===== config.mk =====
export PLATFORM = sky130hd
export DESIGN_NAME = adc_reply_receiver
export DESIGN_NICKNAME = d
export VERILOG_FILES = /design/src/rtl/adc_reply_receiver.sv
export SDC_FILE = /design/constraint.sdc
export NUM_CORES = 1
export LEC_CHECK = 0
export BUFFER_PORTS_ARGS = -buffer_cell sky130_fd_sc_hd__buf_4
export CORE_ASPECT_RATIO = 0.7
export CORE_MARGIN = 3
export CORE_UTILIZATION = 50
export CTS_CLUSTER_DIAMETER = 200
export CTS_CLUSTER_SIZE = 16
export DETAILED_ROUTE_END_ITERATION = 16
export PLACE_DENSITY_LB_ADDON = 0.05
export SLEW_MARGIN = 10
export SYNTH_ARGS = -nofsm -noshare
export SYNTH_HDL_FRONTEND = slang
export SYNTH_SLANG_ARGS = --single-unit

===== constraint.sdc =====
create_clock -name clk12MHz -period 2.4 [get_ports clk12MHz]
set_clock_uncertainty 0.2 [all_clocks]
set_input_delay 0.48 -clock clk12MHz [delete_from_list [all_inputs] [get_ports clk12MHz]]
set_output_delay 0.48 -clock clk12MHz [all_outputs]
set_load 0.03 [all_outputs]

===== src/rtl/adc_reply_receiver.sv =====
`timescale 1ns/1ps
// -----------------------------------------------------------------------------
// adc_reply_receiver
//
// Receives the ADC's two-byte reply on a 250 kbaud 8N1 serial line (LSB first)
// and assembles a 16-bit sample {first byte, second byte}. The sample is handed
// to the consumer over a valid/ready handshake. One-cycle pulses report a bad
// stop bit, a second byte that never started, and a sample overwritten before
// it was taken.
//
// Optional build macro:
//   ADC_RX_MAJORITY_EN  each bit decision is a 2-of-3 vote over three
//                       consecutive synchronised samples. The decision lands
//                       one clock later than the single-sample build.
//
// Ports:
//   clk12MHz      in   system clock
//   reset_n       in   asynchronous active-low reset
//   rx            in   serial line, idle high, asynchronous to clk12MHz
//   sample        out  assembled reading {byte1, byte2}; stable while valid
//   sample_valid  out  sample available; held until accepted
//   sample_ready  in   consumer ready
//   busy          out  receiver mid-frame or holding byte 1
//   frame_err     out  pulse: stop bit sampled low
//   timeout_err   out  pulse: byte 2 did not start in time
//   overrun       out  pulse: sample replaced while still unaccepted
//
// Handshake: a sample transfers on every clock edge where sample_valid and
// sample_ready are both high. sample_valid never drops without a transfer,
// and sample does not change while sample_valid is high unless a newer sample
// replaces it (signalled by overrun).
// -----------------------------------------------------------------------------
module adc_reply_receiver #(
   parameter int CLKS_PER_BIT = 48,
   parameter int TIMEOUT_CLKS = 960
) (
   input  logic        clk12MHz,
   input  logic        reset_n,
   input  logic        rx,
   output logic [15:0] sample,
   output logic        sample_valid,
   input  logic        sample_ready,
   output logic        busy,
   output logic        frame_err,
   output logic        timeout_err,
   output logic        overrun
);

   localparam int CW = $clog2(CLKS_PER_BIT);
   localparam int TW = $clog2(TIMEOUT_CLKS + 1);

   localparam logic [CW-1:0] BIT_LAST = CW'(CLKS_PER_BIT - 1);
`ifdef ADC_RX_MAJORITY_EN
   // The vote needs the sample one cycle past mid, so the start check (and
   // with it the whole bit grid) lands one cycle later.
   localparam logic [CW-1:0] START_LAST = CW'(CLKS_PER_BIT / 2);
`else
   localparam logic [CW-1:0] START_LAST = CW'(CLKS_PER_BIT / 2 - 1);
`endif
   localparam logic [TW-1:0] TMO_LAST = TW'(TIMEOUT_CLKS - 1);

   typedef enum logic [1:0] {
      IDLE  = 2'd0,
      START = 2'd1,
      DATA  = 2'd2,
      STOP  = 2'd3
   } state_t;

   state_t        state_q, state_d;
   logic          sync1_q;
   logic          rs_q;
   logic          rs_prev_q;
   logic [CW-1:0] cnt_q, cnt_d;
   logic [2:0]    bit_idx_q, bit_idx_d;
   logic [7:0]    shift_q, shift_d;
   logic          byte_idx_q, byte_idx_d;
   logic [7:0]    hi_q, hi_d;
   logic [TW-1:0] tmo_q, tmo_d;
   logic [15:0]   sample_q, sample_d;
   logic          valid_q, valid_d;
   logic          frame_err_q, frame_err_d;
   logic          timeout_err_q, timeout_err_d;
   logic          overrun_q, overrun_d;

   logic          bit_val;
   logic          byte_good;
   logic          byte_bad;

`ifdef ADC_RX_MAJORITY_EN
   // hist_q[0] is rs one cycle back, hist_q[1] two cycles back.
   logic [1:0] hist_q;

   always_ff @(posedge clk12MHz or negedge reset_n) begin
      if (!reset_n) begin
         hist_q <= 2'b11;
      end else begin
         hist_q <= {hist_q[0], rs_q};
      end
   end

   assign bit_val = (hist_q[1] & hist_q[0]) | (hist_q[1] & rs_q) | (hist_q[0] & rs_q);
`else
   assign bit_val = rs_q;
`endif

   // Synchroniser and edge-detect history; all reset to the idle-high level.
   always_ff @(posedge clk12MHz or negedge reset_n) begin
      if (!reset_n) begin
         sync1_q   <= 1'b1;
         rs_q      <= 1'b1;
         rs_prev_q <= 1'b1;
      end else begin
         sync1_q   <= rx;
         rs_q      <= sync1_q;
         rs_prev_q <= rs_q;
      end
   end

   always_ff @(posedge clk12MHz or negedge reset_n) begin
      if (!reset_n) begin
         state_q       <= IDLE;
         cnt_q         <= '0;
         bit_idx_q     <= '0;
         shift_q       <= '0;
         byte_idx_q    <= 1'b0;
         hi_q          <= '0;
         tmo_q         <= '0;
         sample_q      <= '0;
         valid_q       <= 1'b0;
         frame_err_q   <= 1'b0;
         timeout_err_q <= 1'b0;
         overrun_q     <= 1'b0;
      end else begin
         state_q       <= state_d;
         cnt_q         <= cnt_d;
         bit_idx_q     <= bit_idx_d;
         shift_q       <= shift_d;
         byte_idx_q    <= byte_idx_d;
         hi_q          <= hi_d;
         tmo_q         <= tmo_d;
         sample_q      <= sample_d;
         valid_q       <= valid_d;
         frame_err_q   <= frame_err_d;
         timeout_err_q <= timeout_err_d;
         overrun_q     <= overrun_d;
      end
   end

   always_comb begin
      state_d       = state_q;
      cnt_d         = cnt_q;
      bit_idx_d     = bit_idx_q;
      shift_d       = shift_q;
      byte_idx_d    = byte_idx_q;
      hi_d          = hi_q;
      tmo_d         = tmo_q;
      sample_d      = sample_q;
      valid_d       = valid_q;
      frame_err_d   = 1'b0;
      timeout_err_d = 1'b0;
      overrun_d     = 1'b0;
      byte_good     = 1'b0;
      byte_bad      = 1'b0;

      case (state_q)
         IDLE: begin
            if (rs_prev_q && !rs_q) begin
               state_d = START;
               cnt_d   = '0;
            end
         end
         START: begin
            if (cnt_q == START_LAST) begin
               cnt_d     = '0;
               bit_idx_d = '0;
               // A line back high at mid start bit was only a glitch.
               state_d   = bit_val ? IDLE : DATA;
            end else begin
               cnt_d = cnt_q + 1'b1;
            end
         end
         DATA: begin
            if (cnt_q == BIT_LAST) begin
               cnt_d   = '0;
               shift_d = {bit_val, shift_q[7:1]};
               if (bit_idx_q == 3'd7) begin
                  state_d = STOP;
               end else begin
                  bit_idx_d = bit_idx_q + 1'b1;
               end
            end else begin
               cnt_d = cnt_q + 1'b1;
            end
         end
         STOP: begin
            if (cnt_q == BIT_LAST) begin
               // Leave mid stop bit so a following start edge is caught at once.
               cnt_d     = '0;
               state_d   = IDLE;
               byte_good = bit_val;
               byte_bad  = !bit_val;
            end else begin
               cnt_d = cnt_q + 1'b1;
            end
         end
         default: state_d = IDLE;
      endcase

      if (valid_q && sample_ready) begin
         valid_d = 1'b0;
      end

      // Idle time between bytes only counts while the line is idle.
      if ((state_q == IDLE) && byte_idx_q) begin
         if (tmo_q == TMO_LAST) begin
            timeout_err_d = 1'b1;
            byte_idx_d    = 1'b0;
         end else begin
            tmo_d = tmo_q + 1'b1;
         end
      end

      if (byte_bad) begin
         frame_err_d = 1'b1;
         byte_idx_d  = 1'b0;
      end

      if (byte_good) begin
         if (!byte_idx_q) begin
            hi_d       = shift_q;
            byte_idx_d = 1'b1;
            tmo_d      = '0;
         end else begin
            sample_d   = {hi_q, shift_q};
            byte_idx_d = 1'b0;
            valid_d    = 1'b1;
            overrun_d  = valid_q && !sample_ready;
         end
      end
   end

   assign sample       = sample_q;
   assign sample_valid = valid_q;
   assign busy         = (state_q != IDLE) || byte_idx_q;
   assign frame_err    = frame_err_q;
   assign timeout_err  = timeout_err_q;
   assign overrun      = overrun_q;

endmodule


==> impl_table.tex <==
\begin{tabular}{lr}
\hline
Metric & Value \\
\hline
\multicolumn{2}{l}{\textbf{Final layout}} \\
\quad Total Nets Final & about 250 \\
\quad Antenna cell count & 0 \\
\quad Layout cells sized above 1 & 34.5\% \\
\quad Final Cell Area & 0.00319 mm\^{}2 \\
\quad Area delta synth->final & 18.8\% \\
\quad Cell Count, Final, Fillers Out & $\sim$320 \\
\quad Utilization of the core after routing & between 60\% and 70\% \\
\multicolumn{2}{l}{\textbf{Timing}} \\
\quad Peak clock frequency supported by timing & 0.465 GHz \\
\quad Slew @ Worst Pin & 0.731 ns \\
\quad Pins over their slew limit & 0 \\
\quad Worst Hold Margin & 0.00471 ns \\
\quad Share of the cycle needed by the critical path after routing & between 80\% and 90\% \\
\quad Final worst path period need & roughly 2.1 ns \\
\quad Final setup violation count & 0 \\
\quad Unrepaired setup endpoints after global routing & false \\
\quad Max\_slew headroom & 51.3\% \\
\quad Worst setup margin & around 0.25 ns \\
\quad Final setup TNS & 0 ns \\
\quad Hold violation count in the final report & 0 \\
\multicolumn{2}{l}{\textbf{Synthesis}} \\
\quad Count of state elements after synthesis & 61 \\
\quad Top cell type by total area after synthesis & sky130\_fd\_sc\_hd\_\_dfrtp\_1 \\
\quad Biggest area contributors in the synthesized netlist & sky130\_fd\_sc\_hd\_\_dfrtp\_1, sky130\_fd\_sc\_hd\_\_mux2\_2, sky130\_fd\_sc\_hd\_\_mux2\_4, sky130\_fd\_sc\_hd\_\_dfstp\_2, sky130\_fd\_sc\_hd\_\_mux2\_1 \\
\quad Average instance area after synthesis & around 13 um\^{}2 \\
\quad Synth Instances & approximately 210 \\
\quad Netlist cell types & 49 \\
\quad Seq/Total Area, Yosys & 57.0\% \\
\quad Fraction of synthesis flops using an asynchronous set or reset pin & 100\% \\
\quad Synthesized Nets & approximately 220 \\
\quad Number of flops mapped to enable cells by yosys & 0 \\
\quad Cell area after synthesis & around 0.0027 mm\^{}2 \\
\quad Fraction of synthesized cell area taken by the top area cell type & 54.1\% \\
\quad Warning count from the yosys run & 0 \\
\quad Leading register cell type out of synthesis & sky130\_fd\_sc\_hd\_\_dfrtp\_1 \\
\multicolumn{2}{l}{\textbf{Worst setup path}} \\
\quad CP endpoint kind & flop \\
\quad Launch instance of the worst register-to-register path & cnt\_q[0] \\
\quad Critical path class & reg2reg \\
\quad FF-to-FF setup slack & approximately 0.25 ns \\
\quad CP Data Required Time & 2.41 ns \\
\quad Cell count of the worst reg-to-reg path & 6 \\
\quad Crit path DAT & 2.16 ns \\
\quad Critical Path Start Type & flop \\
\quad End of the worst register-to-register path & cnt\_q[5] \\
\quad Crit path max fanout & 6 \\
\multicolumn{2}{l}{\textbf{Die}} \\
\quad Die outline height & 67.3 um \\
\quad Initial core utilization & between 50\% and 60\% \\
\quad Ports placed on the boundary & 25 \\
\quad Overall die area & approximately 0.0063 mm\^{}2 \\
\quad Number of rows created at floorplan & 21 \\
\quad DIE WIDTH & 93.5 um \\
\quad CORE AREA & 0.00497 mm\^{}2 \\
\multicolumn{2}{l}{\textbf{Global routing}} \\
\quad Global router's overall resource usage & $\sim$17\% \\
\quad Largest net degree at the start of global routing & 62 \\
\quad GRT Residual Overflow & 0 \\
\quad Initial antenna violation count & 0 \\
\quad Wire length of the first global-routing pass & 8.20 mm \\
\quad Number of global-route vias before repair & $\sim$1700 \\
\multicolumn{2}{l}{\textbf{Min path}} \\
\quad Hold Path Class & in2async \\
\multicolumn{2}{l}{\textbf{Clock tree}} \\
\quad CTS tree & done \\
\quad H-Tree Level Count & 3 \\
\quad Clock latency at the later pin of the worst-skew pair & 0.33 ns \\
\quad Postcts setup bufs & 0 \\
\quad CTS sink cnt & 61 \\
\quad Clock Pin Slew Worst Setup and Hold Paths & around 0.07 ns \\
\quad Clock root buffer master & sky130\_fd\_sc\_hd\_\_clkbuf\_8 \\
\quad Post-cts hold buffer count & 0 \\
\quad Total CTS buffers & 9 \\
\quad Maximum root-to-sink buffer count & 2 \\
\quad Post-CTS sizing & 0 \\
\multicolumn{2}{l}{\textbf{Drt}} \\
\quad Total iterations of the first detailed-routing run & 4 \\
\quad Total Wirelength & around 4.7 mm \\
\quad Total via count in the routed design & approximately 1700 \\
\quad DRC violations left & 0 \\
\quad Vias per Instance & around 5.4 \\
\quad Avg WL per Cell & approximately 15 um \\
\quad Antenna-violating nets left & 0 \\
\quad Iteration-0 DRC Markers & 86 \\
\multicolumn{2}{l}{\textbf{Place}} \\
\quad Number of placed cells counting well taps & a little over 300 \\
\quad Detailed placer's ending HPWL & roughly 3.3 mm \\
\quad Global placement routability congestion & slightly below 0.9 \\
\quad Worst setup slack before clock tree synthesis & 0.277 ns \\
\quad Post-placement cell area & 0.00296 mm\^{}2 \\
\quad Port-buffer cells & 24 \\
\multicolumn{2}{l}{\textbf{Power and ir drop}} \\
\quad Max VDD drop & 0.338 mV \\
\quad Cell leakage power & 1.58 nW \\
\quad Ratio of total power to cell area & approximately 800 mW/mm\^{}2 \\
\quad Design Power & about 2.5 mW \\
\multicolumn{2}{l}{\textbf{Flow run}} \\
\quad Max-cap violation count & 0 \\
\multicolumn{2}{l}{\textbf{Run status}} \\
\quad Run status & finished, final reports clean \\
\hline
\end{tabular}
## flip-flops by register name (all words and copies together) (netlist names), 3 cells and up, named ones only
name / cells
sample: 16
tmo_q: 10
hi_q: 8
shift_q: 8
cnt_q: 6
bit_idx_q: 3
## cells in the final DEF (no fill, tap or decap), types with 5 or more instances in the layout
cell type,n
sky130_fd_sc_hd__dfrtp_1,58
sky130_fd_sc_hd__buf_4,30
sky130_fd_sc_hd__mux2_2,21
sky130_fd_sc_hd__nor2_1,13
sky130_fd_sc_hd__nand2_1,12
sky130_fd_sc_hd__clkbuf_8,10
sky130_fd_sc_hd__mux2_4,8
sky130_fd_sc_hd__or3_1,6
sky130_fd_sc_hd__nor3_1,6
sky130_fd_sc_hd__o21ai_0,6
sky130_fd_sc_hd__mux2_1,6
sky130_fd_sc_hd__nand3_1,5
sky130_fd_sc_hd__a21oi_1,5
## worst max-delay path by stage
stage	startpoint	end	slack (ns)
6_report	cnt_q[0]	cnt_q[5]	0.25
4_1_cts	cnt_q[0]	cnt_q[5]	0.25
2_1_floorplan	cnt_q[0]	sample[11]	0.29
5_1_grt	cnt_q[0]	cnt_q[5]	0.07
3_5_place_dp	cnt_q[0]	cnt_q[5]	0.28
3_3_place_gp	cnt_q[0]	cnt_q[5]	0.36
## worst max-delay path: stages, from the launching register on
cell and delay [ns]:
sky130_fd_sc_hd__dfrtp_1 0.38, sky130_fd_sc_hd__ha_1 0.23, sky130_fd_sc_hd__nand3_2 0.10, sky130_fd_sc_hd__buf_4 0.18, sky130_fd_sc_hd__o21ai_0 0.37, sky130_fd_sc_hd__nand2_1 0.21, sky130_fd_sc_hd__a221o_1 0.36
## logic make-up after synthesis
group	Yosys count	synth area share [%]
flip-flops	61	57.0
AND/OR/NAND/NOR	65	13.6
XOR/XNOR	5	1.63
multiplexers	37	16.6
buffers and inverters	9	2.29
adder cells (fa/ha/maj)	4	1.87
AO/OA/AOI/OAI	27	7.00
## per-layer routing
layer,track usage [%],wire length (um),up-vias
met5,0,0,-
met2,26.1,2150,23
met4,7.03,57,0
met3,6.57,185,7
met1,23.1,2280,868
li1,-,-,828
## area by class of cell
cell class / instances / area [um^2]
clock inverters: 6 / 86.3
flip-flops and latches: 61 / 1530
well taps: 69 / 86.3
multi-input cells: 138 / 1090
repair buffers: 31 / 245
inverters: 3 / 11.3
fillers: 386 / 1780
clock buffers: 10 / 138
## report_power, final
part           switching (mW)  internal (mW)  total, mW
registers              0.0883           1.09       1.18
logic                   0.176          0.141      0.317
clock network           0.392          0.610       1.00
total                   0.656           1.84       2.50
## Yosys cell counts (2+ instances only)
master,instances
sky130_fd_sc_hd__or3_1,6
sky130_fd_sc_hd__mux2_2,21
sky130_fd_sc_hd__dfstp_2,3
sky130_fd_sc_hd__nor3_1,6
sky130_fd_sc_hd__inv_1,3
sky130_fd_sc_hd__nor4_1,3
sky130_fd_sc_hd__buf_4,3
sky130_fd_sc_hd__nand4b_1,2
sky130_fd_sc_hd__ha_1,4
sky130_fd_sc_hd__a22o_1,2
sky130_fd_sc_hd__a221o_1,2
sky130_fd_sc_hd__nand2_1,12
sky130_fd_sc_hd__mux2_4,8
sky130_fd_sc_hd__mux2_1,6
sky130_fd_sc_hd__mux2i_1,2
sky130_fd_sc_hd__nor2b_1,2
sky130_fd_sc_hd__xnor2_1,4
sky130_fd_sc_hd__dfrtp_1,58
sky130_fd_sc_hd__nor2_1,13
sky130_fd_sc_hd__a21o_1,2
sky130_fd_sc_hd__a21oi_1,5
sky130_fd_sc_hd__o21ai_0,6
sky130_fd_sc_hd__buf_6,2
sky130_fd_sc_hd__nand2b_1,4
sky130_fd_sc_hd__nand3_1,5
(Power assumes the default switching activity.)
